<file path="config.mk">
export PLATFORM = sky130hd
export DESIGN_NAME = cordic_sign_replay_flat
export DESIGN_NICKNAME = d
export VERILOG_FILES = /design/src/rtl/cordic_sign_replay_if.sv /design/src/rtl/cordic_sign_replay.sv /design/src/flat_wrapper.sv
export SDC_FILE = /design/constraint.sdc
export NUM_CORES = 1
export LEC_CHECK = 0
export CORE_ASPECT_RATIO = 0.9
export CORE_UTILIZATION = 55
export DETAILED_ROUTE_END_ITERATION = 8
export PLACE_DENSITY = 0.76
export SLEW_MARGIN = 20
export SYNTH_ARGS = -nofsm -noshare
export SYNTH_HDL_FRONTEND = slang
export SYNTH_SLANG_ARGS = --single-unit
</file>
<file path="constraint.sdc">
create_clock -name clk -period 3.3 [get_ports clk]
set_clock_uncertainty 0.05 [all_clocks]
set_input_delay 0.33 -clock clk [delete_from_list [all_inputs] [get_ports clk]]
set_output_delay 0.33 -clock clk [all_outputs]
set_load 0.005 [all_outputs]
</file>
<file path="src/rtl/cordic_sign_replay_if.sv">
// rtl/cordic_sign_replay_if.sv - control/status bundle between the sign replay store and its neighbours
// play_hold exists only when SIGN_REPLAY_HOLD_EN is defined.
interface cordic_sign_replay_if #(
    parameter int WIDTH_SHIFT_BIT = 4
);
    logic                       cap_start;
    logic                       cap_vld;
    logic                       sign_cap;
    logic                       play_start;
    logic                       play_inv;
`ifdef SIGN_REPLAY_HOLD_EN
    logic                       play_hold;
`endif
    logic                       ce_out;
    logic                       sign_out;
    logic [WIDTH_SHIFT_BIT-1:0] iter_idx;
    logic                       seq_valid;
    logic                       cap_done;
    logic                       play_done;
    logic                       busy;

    modport master (
`ifdef SIGN_REPLAY_HOLD_EN
        output play_hold,
`endif
        output cap_start, cap_vld, sign_cap, play_start, play_inv,
        input  ce_out, sign_out, iter_idx, seq_valid, cap_done, play_done, busy
    );

    modport slave (
`ifdef SIGN_REPLAY_HOLD_EN
        input  play_hold,
`endif
        input  cap_start, cap_vld, sign_cap, play_start, play_inv,
        output ce_out, sign_out, iter_idx, seq_valid, cap_done, play_done, busy
    );
endinterface

</file>
<file path="src/rtl/cordic_sign_replay.sv">
// rtl/cordic_sign_replay.sv - capture/replay store for CORDIC micro-rotation directions
// Optional replay stall input enabled by SIGN_REPLAY_HOLD_EN.
module cordic_sign_replay #(
    parameter int ITER            = 16,
    parameter int WIDTH_SHIFT_BIT = 4
) (
    input  logic                  clk,
    input  logic                  rst,
    cordic_sign_replay_if.slave   bus
);
    localparam logic [WIDTH_SHIFT_BIT-1:0] LAST = WIDTH_SHIFT_BIT'(ITER - 1);

    typedef enum logic [1:0] {IDLE, CAPTURE, READY, PLAY} state_t;

    state_t                     state;
    logic [ITER-1:0]            store;
    logic [WIDTH_SHIFT_BIT-1:0] cnt;
    logic                       inv;
    logic                       ce_r;
    logic                       sign_r;
    logic [WIDTH_SHIFT_BIT-1:0] idx_r;
    logic                       seq_valid_r;
    logic                       cap_done_r;
    logic                       play_done_r;
    logic                       busy_r;
    logic                       hold;
    logic [WIDTH_SHIFT_BIT-1:0] pend;

`ifdef SIGN_REPLAY_HOLD_EN
    assign hold = bus.play_hold;
`else
    assign hold = 1'b0;
`endif

    // In PLAY, cnt names the bit on sign_out; it was only consumed if ce_out was high.
    assign pend = ce_r ? cnt + 1'b1 : cnt;

    always_ff @(posedge clk or posedge rst) begin
        if (rst) begin
            state       <= IDLE;
            store       <= '0;
            cnt         <= '0;
            inv         <= 1'b0;
            ce_r        <= 1'b0;
            sign_r      <= 1'b0;
            idx_r       <= '0;
            seq_valid_r <= 1'b0;
            cap_done_r  <= 1'b0;
            play_done_r <= 1'b0;
            busy_r      <= 1'b0;
        end else begin
            cap_done_r  <= 1'b0;
            play_done_r <= 1'b0;
            case (state)
                IDLE: begin
                    if (bus.cap_start) begin
                        state  <= CAPTURE;
                        cnt    <= '0;
                        store  <= '0;
                        busy_r <= 1'b1;
                    end
                end
                CAPTURE: begin
                    if (bus.cap_vld) begin
                        store[cnt] <= bus.sign_cap;
                        if (cnt == LAST) begin
                            state       <= READY;
                            cnt         <= '0;
                            cap_done_r  <= 1'b1;
                            seq_valid_r <= 1'b1;
                            busy_r      <= 1'b0;
                        end else begin
                            cnt <= cnt + 1'b1;
                        end
                    end
                end
                READY: begin
                    if (bus.cap_start) begin
                        state       <= CAPTURE;
                        cnt         <= '0;
                        store       <= '0;
                        seq_valid_r <= 1'b0;
                        busy_r      <= 1'b1;
                    end else if (bus.play_start) begin
                        // First bit is presented straight away so ce_out rises the next cycle.
                        state  <= PLAY;
                        inv    <= bus.play_inv;
                        cnt    <= '0;
                        busy_r <= 1'b1;
                        ce_r   <= 1'b1;
                        sign_r <= store[0] ^ bus.play_inv;
                        idx_r  <= '0;
                    end
                end
                PLAY: begin
                    if (ce_r && cnt == LAST) begin
                        state       <= READY;
                        cnt         <= '0;
                        ce_r        <= 1'b0;
                        sign_r      <= 1'b0;
                        idx_r       <= '0;
                        play_done_r <= 1'b1;
                        busy_r      <= 1'b0;
                    end else begin
                        cnt    <= pend;
                        idx_r  <= pend;
                        sign_r <= store[pend] ^ inv;
                        ce_r   <= !hold;
                    end
                end
                default: state <= IDLE;
            endcase
        end
    end

    assign bus.ce_out    = ce_r;
    assign bus.sign_out  = sign_r;
    assign bus.iter_idx  = idx_r;
    assign bus.seq_valid = seq_valid_r;
    assign bus.cap_done  = cap_done_r;
    assign bus.play_done = play_done_r;
    assign bus.busy      = busy_r;
endmodule

</file>
<file path="src/flat_wrapper.sv">
// flat-port wrapper written by rule: the top's interface ports become plain ports
module cordic_sign_replay_flat 
#(
    parameter int ITER            = 16,
    parameter int WIDTH_SHIFT_BIT = 4
)
  (clk, rst, bus_cap_start, bus_cap_vld, bus_sign_cap, bus_play_start, bus_play_inv, bus_ce_out, bus_sign_out, bus_iter_idx, bus_seq_valid, bus_cap_done, bus_play_done, bus_busy);
  cordic_sign_replay_if #(.WIDTH_SHIFT_BIT(WIDTH_SHIFT_BIT)) bus_i ();
  input  logic clk;
  input  logic rst;
  input wire logic [$bits(bus_i.cap_start)-1:0] bus_cap_start;
  input wire logic [$bits(bus_i.cap_vld)-1:0] bus_cap_vld;
  input wire logic [$bits(bus_i.sign_cap)-1:0] bus_sign_cap;
  input wire logic [$bits(bus_i.play_start)-1:0] bus_play_start;
  input wire logic [$bits(bus_i.play_inv)-1:0] bus_play_inv;
  output wire logic [$bits(bus_i.ce_out)-1:0] bus_ce_out;
  output wire logic [$bits(bus_i.sign_out)-1:0] bus_sign_out;
  output wire logic [$bits(bus_i.iter_idx)-1:0] bus_iter_idx;
  output wire logic [$bits(bus_i.seq_valid)-1:0] bus_seq_valid;
  output wire logic [$bits(bus_i.cap_done)-1:0] bus_cap_done;
  output wire logic [$bits(bus_i.play_done)-1:0] bus_play_done;
  output wire logic [$bits(bus_i.busy)-1:0] bus_busy;
  assign bus_i.cap_start = bus_cap_start;
  assign bus_i.cap_vld = bus_cap_vld;
  assign bus_i.sign_cap = bus_sign_cap;
  assign bus_i.play_start = bus_play_start;
  assign bus_i.play_inv = bus_play_inv;
  assign bus_ce_out = bus_i.ce_out;
  assign bus_sign_out = bus_i.sign_out;
  assign bus_iter_idx = bus_i.iter_idx;
  assign bus_seq_valid = bus_i.seq_valid;
  assign bus_cap_done = bus_i.cap_done;
  assign bus_play_done = bus_i.play_done;
  assign bus_busy = bus_i.busy;
  cordic_sign_replay #(.ITER(ITER), .WIDTH_SHIFT_BIT(WIDTH_SHIFT_BIT)) u_core (.clk(clk), .rst(rst), .bus(bus_i));
endmodule
</file>
==> reports/metrics.cfg <==
[timing]
finalCriticalPeriod_ps = 2600
rsz0062_at_grt = no
max_freq_mhz = 385
tns_ps = 0
tightest_slew_ps = 927
finalMaxSlewViolations = 0
hold_viol = 0
post-route-period-util_pct = 78.8
slew_headroom_pct = 38.0
setup_viol = 0

[global_routing]
grtUsageTotal_pct = 26.1
grt_overflow = 0
grt_pass1_wl_mm = 7.45
grt_max_degree = 25
antenna_found_initial = 0
grt_pass1_vias = 1554

[floorplanning]
rows = 20
io_pins = 17
dieHeight_um = 60
core_region_area_um2 = 3480
start_util_pct = 59.1
dieArea_um2 = 3990
die_w_um = 66.4

[detailed_routing]
drt_iter0_markers = 150
drc = 0
drtAntennaViolNets = 0
via_count = 1720
wirelength_mm = 4.58
drtPass1Iterations = 4
vias_per_cell = 5.95
wl_per_cell_um = 15.8

[synthesis]
synth_flop_cell = dfrtp_1
syn_nets = 246
synthSimpleGateAreaFrac_pct = 20.6
yosys_register_bits = 33
synth-compound-area-share_pct = 26.4
synth_mux_area_share_pct = 2.98
synth_area_um2 = 2060
synth_top_family_by_area = compound AO/OA/AOI/OAI gates
ys_top_cells_by_area = dfrtp_1 40%, o21ai_0 10%, a21oi_1 5.4%
synth_enable_flop_cells = 0
synth_fa_ha_area_share_pct = 2.43
synth_largest_area_cell = dfrtp_1
async_reset_ff_share_pct = 100
synth_warnings = 0
avgSynthCellArea_um2 = 8.75
ys_types = 48
synth_cells = 235
yosysTopAreaCellShare_pct = 40.2
synthXorXnorAreaFrac_pct = 1.70
ys_seq_area_share_pct = 40.2

[clock_network]
post_cts_buffers = 0
clock_sinks = 33
cts_buffers = 5
clockRootBuffer = clkbuf_8
cts-hold-fix-buffers = 0
cts_htree_levels = 2
clock_latency_ps = 290
ctsResizeCount = 0
cts_buffer_depth = 2
cts_tree = done
cts.reportedPaths.clkPinSlew_ps = 70

[cells_and_area]
final_common_cell = o21ai_0
fin_cells = 289
stdcell_area_um2 = 2280
drive_gt1_share_pct = 8.16
final_cell_mix = 41 x o21ai_0, 33 x dfrtp_1, 22 x a21oi_1, 21 x nand2_1, 21 x nor2_1
insertedDiodeCount = 0
areaGrowthSynthToFinish_pct = 10.8
fin_nets = 256

[power]
p_comb_share_pct = 51.2
power_density_nw_per_um2 = 983
p_int_mw = 1.26
p_leak_nw = 0.938
p_switching_mw = 0.982
swShare_pct = 43.9
power_mw = 2.24
power_frac_seq_pct = 35.0
ir_worst_vdd_mv = 0.537
power_frac_clock_pct = 13.8

[worst_setup_path]
cp_slowest_cell = dfrtp_1
cp_data_required_time_ps = 3440
critPathLaunch = u_core.cnt[1]$_DFFE_PP0P_
crit_family = compound AO/OA/AOI/OAI gates
worst_ep_arrival_time_ps = 2740
worstSetupStartpointType = flip-flop
cp-end-kind = flip-flop
reg2reg_from = u_core.cnt[1]$_DFFE_PP0P_
worst_r2r_path_depth = 8
crit_buf_inv = 1
critical_path_class = reg -> reg
r2r_end = u_core.bus.sign_out$_DFFE_PP0P_
slowest_delay_ps = 560
cp_max_fo = 12
crit_chain = inv_1, ha_1, and3b_1, nor2_1, o221ai_2, o311ai_2, a21oi_1, a2111oi_4
ff2ff_setup_slack_ps = 700

[placed_design]
port_buffers = 16
dp.cells = 282
postPlaceCellArea_um2 = 2190
place_hpwl_mm = 3.34
gp_congestion = 0.834

[job]
cap_violations = 0

[outcome]
status = finished, final reports clean

[worst_hold_path]
min_path_type = in -> async

metal layers:
layer / wire (um) / up-vias / global-route usage, %
li1: - / 854 / -
met3: 251 / 9 / 6.68
met1: 2240 / 810 / 36.9
met5: 0 / - / 0
met2: 2020 / 47 / 37.9
met4: 63 / 0 / 10.6
synthesized netlist by cell type, drive strengths merged (4+ instances only):
cell type  number
nand2b          5
a21oi          22
nor2           22
ha              4
nand2          21
dfrtp          33
inv             6
nor2b           7
clkbuf          8
o21ai          41
buf             7
mux2i           5
nand3           7
and3b           4
through the flow:
stage	setup WS (ps)	utilization, %	hold WS (ps)
6_report	700	65.5	355
5_1_grt	527	65.5	456
4_1_cts	752	65.5	386
3_5_place_dp	784	63.0	423
3_3_place_gp	871	63.0	413
2_1_floorplan	874	-	409
power by group through the flow:
| stage | Clock (mW) | Combinational (mW) | Sequential (mW) |
|---|---|---|---|
| after floorplan | 0 | 1.00 | 0.661 |
| after global placement | 0 | 1.11 | 0.783 |
| after detailed placement | 0 | 1.12 | 0.790 |
| after CTS | 0.311 | 1.13 | 0.782 |
| after global routing | 0.326 | 1.27 | 0.812 |
| final | 0.310 | 1.15 | 0.784 |
worst reg2reg max path, cell delays in order (launching register included):
cell	delay [ps]
dfrtp_1	560
inv_1	140
ha_1	460
and3b_1	230
nor2_1	190
o221ai_2	120
o311ai_2	280
a21oi_1	150
a2111oi_4	320
flip-flops by register name (all words and copies together) (netlist names):
signal	flops
u_core.store	16
u_core.bus.seq_valid	1
u_core.state	2
u_core.bus.ce_out	1
u_core.bus.sign_out	1
u_core.bus.cap_done	1
u_core.bus.play_done	1
u_core.cnt	4
u_core.inv	1
u_core.bus.iter_idx	4
u_core.bus.busy	1
area by class of cell:
class | instances | area (um2)
clock buffer | 7 | 86.3
fill | 290 | 1200
timing repair buffer | 18 | 175
multi-input combinational | 181 | 1110
tap | 44 | 55.1
inverter | 6 | 22.5
sequential | 33 | 826
worst max path at each step:
stage,slack (ps),cells past startpoint,to
after floorplan,870,11,u_core.bus.sign_out$_DFFE_PP0P_
after global placement,870,8,u_core.bus.sign_out$_DFFE_PP0P_
after detailed placement,780,8,u_core.bus.sign_out$_DFFE_PP0P_
after CTS,750,8,u_core.bus.sign_out$_DFFE_PP0P_
after global routing,530,8,u_core.bus.sign_out$_DFFE_PP0P_
final,700,8,u_core.bus.sign_out$_DFFE_PP0P_
cells by family after synthesis:
group           count (synthesis)
compound gates                 86
simple gates                   81
flops                          33
buf+inv                        21
mux                             6
xor+xnor                        4
fa+ha+maj                       4
No activity file was read; power rests on OpenSTA's default activity.
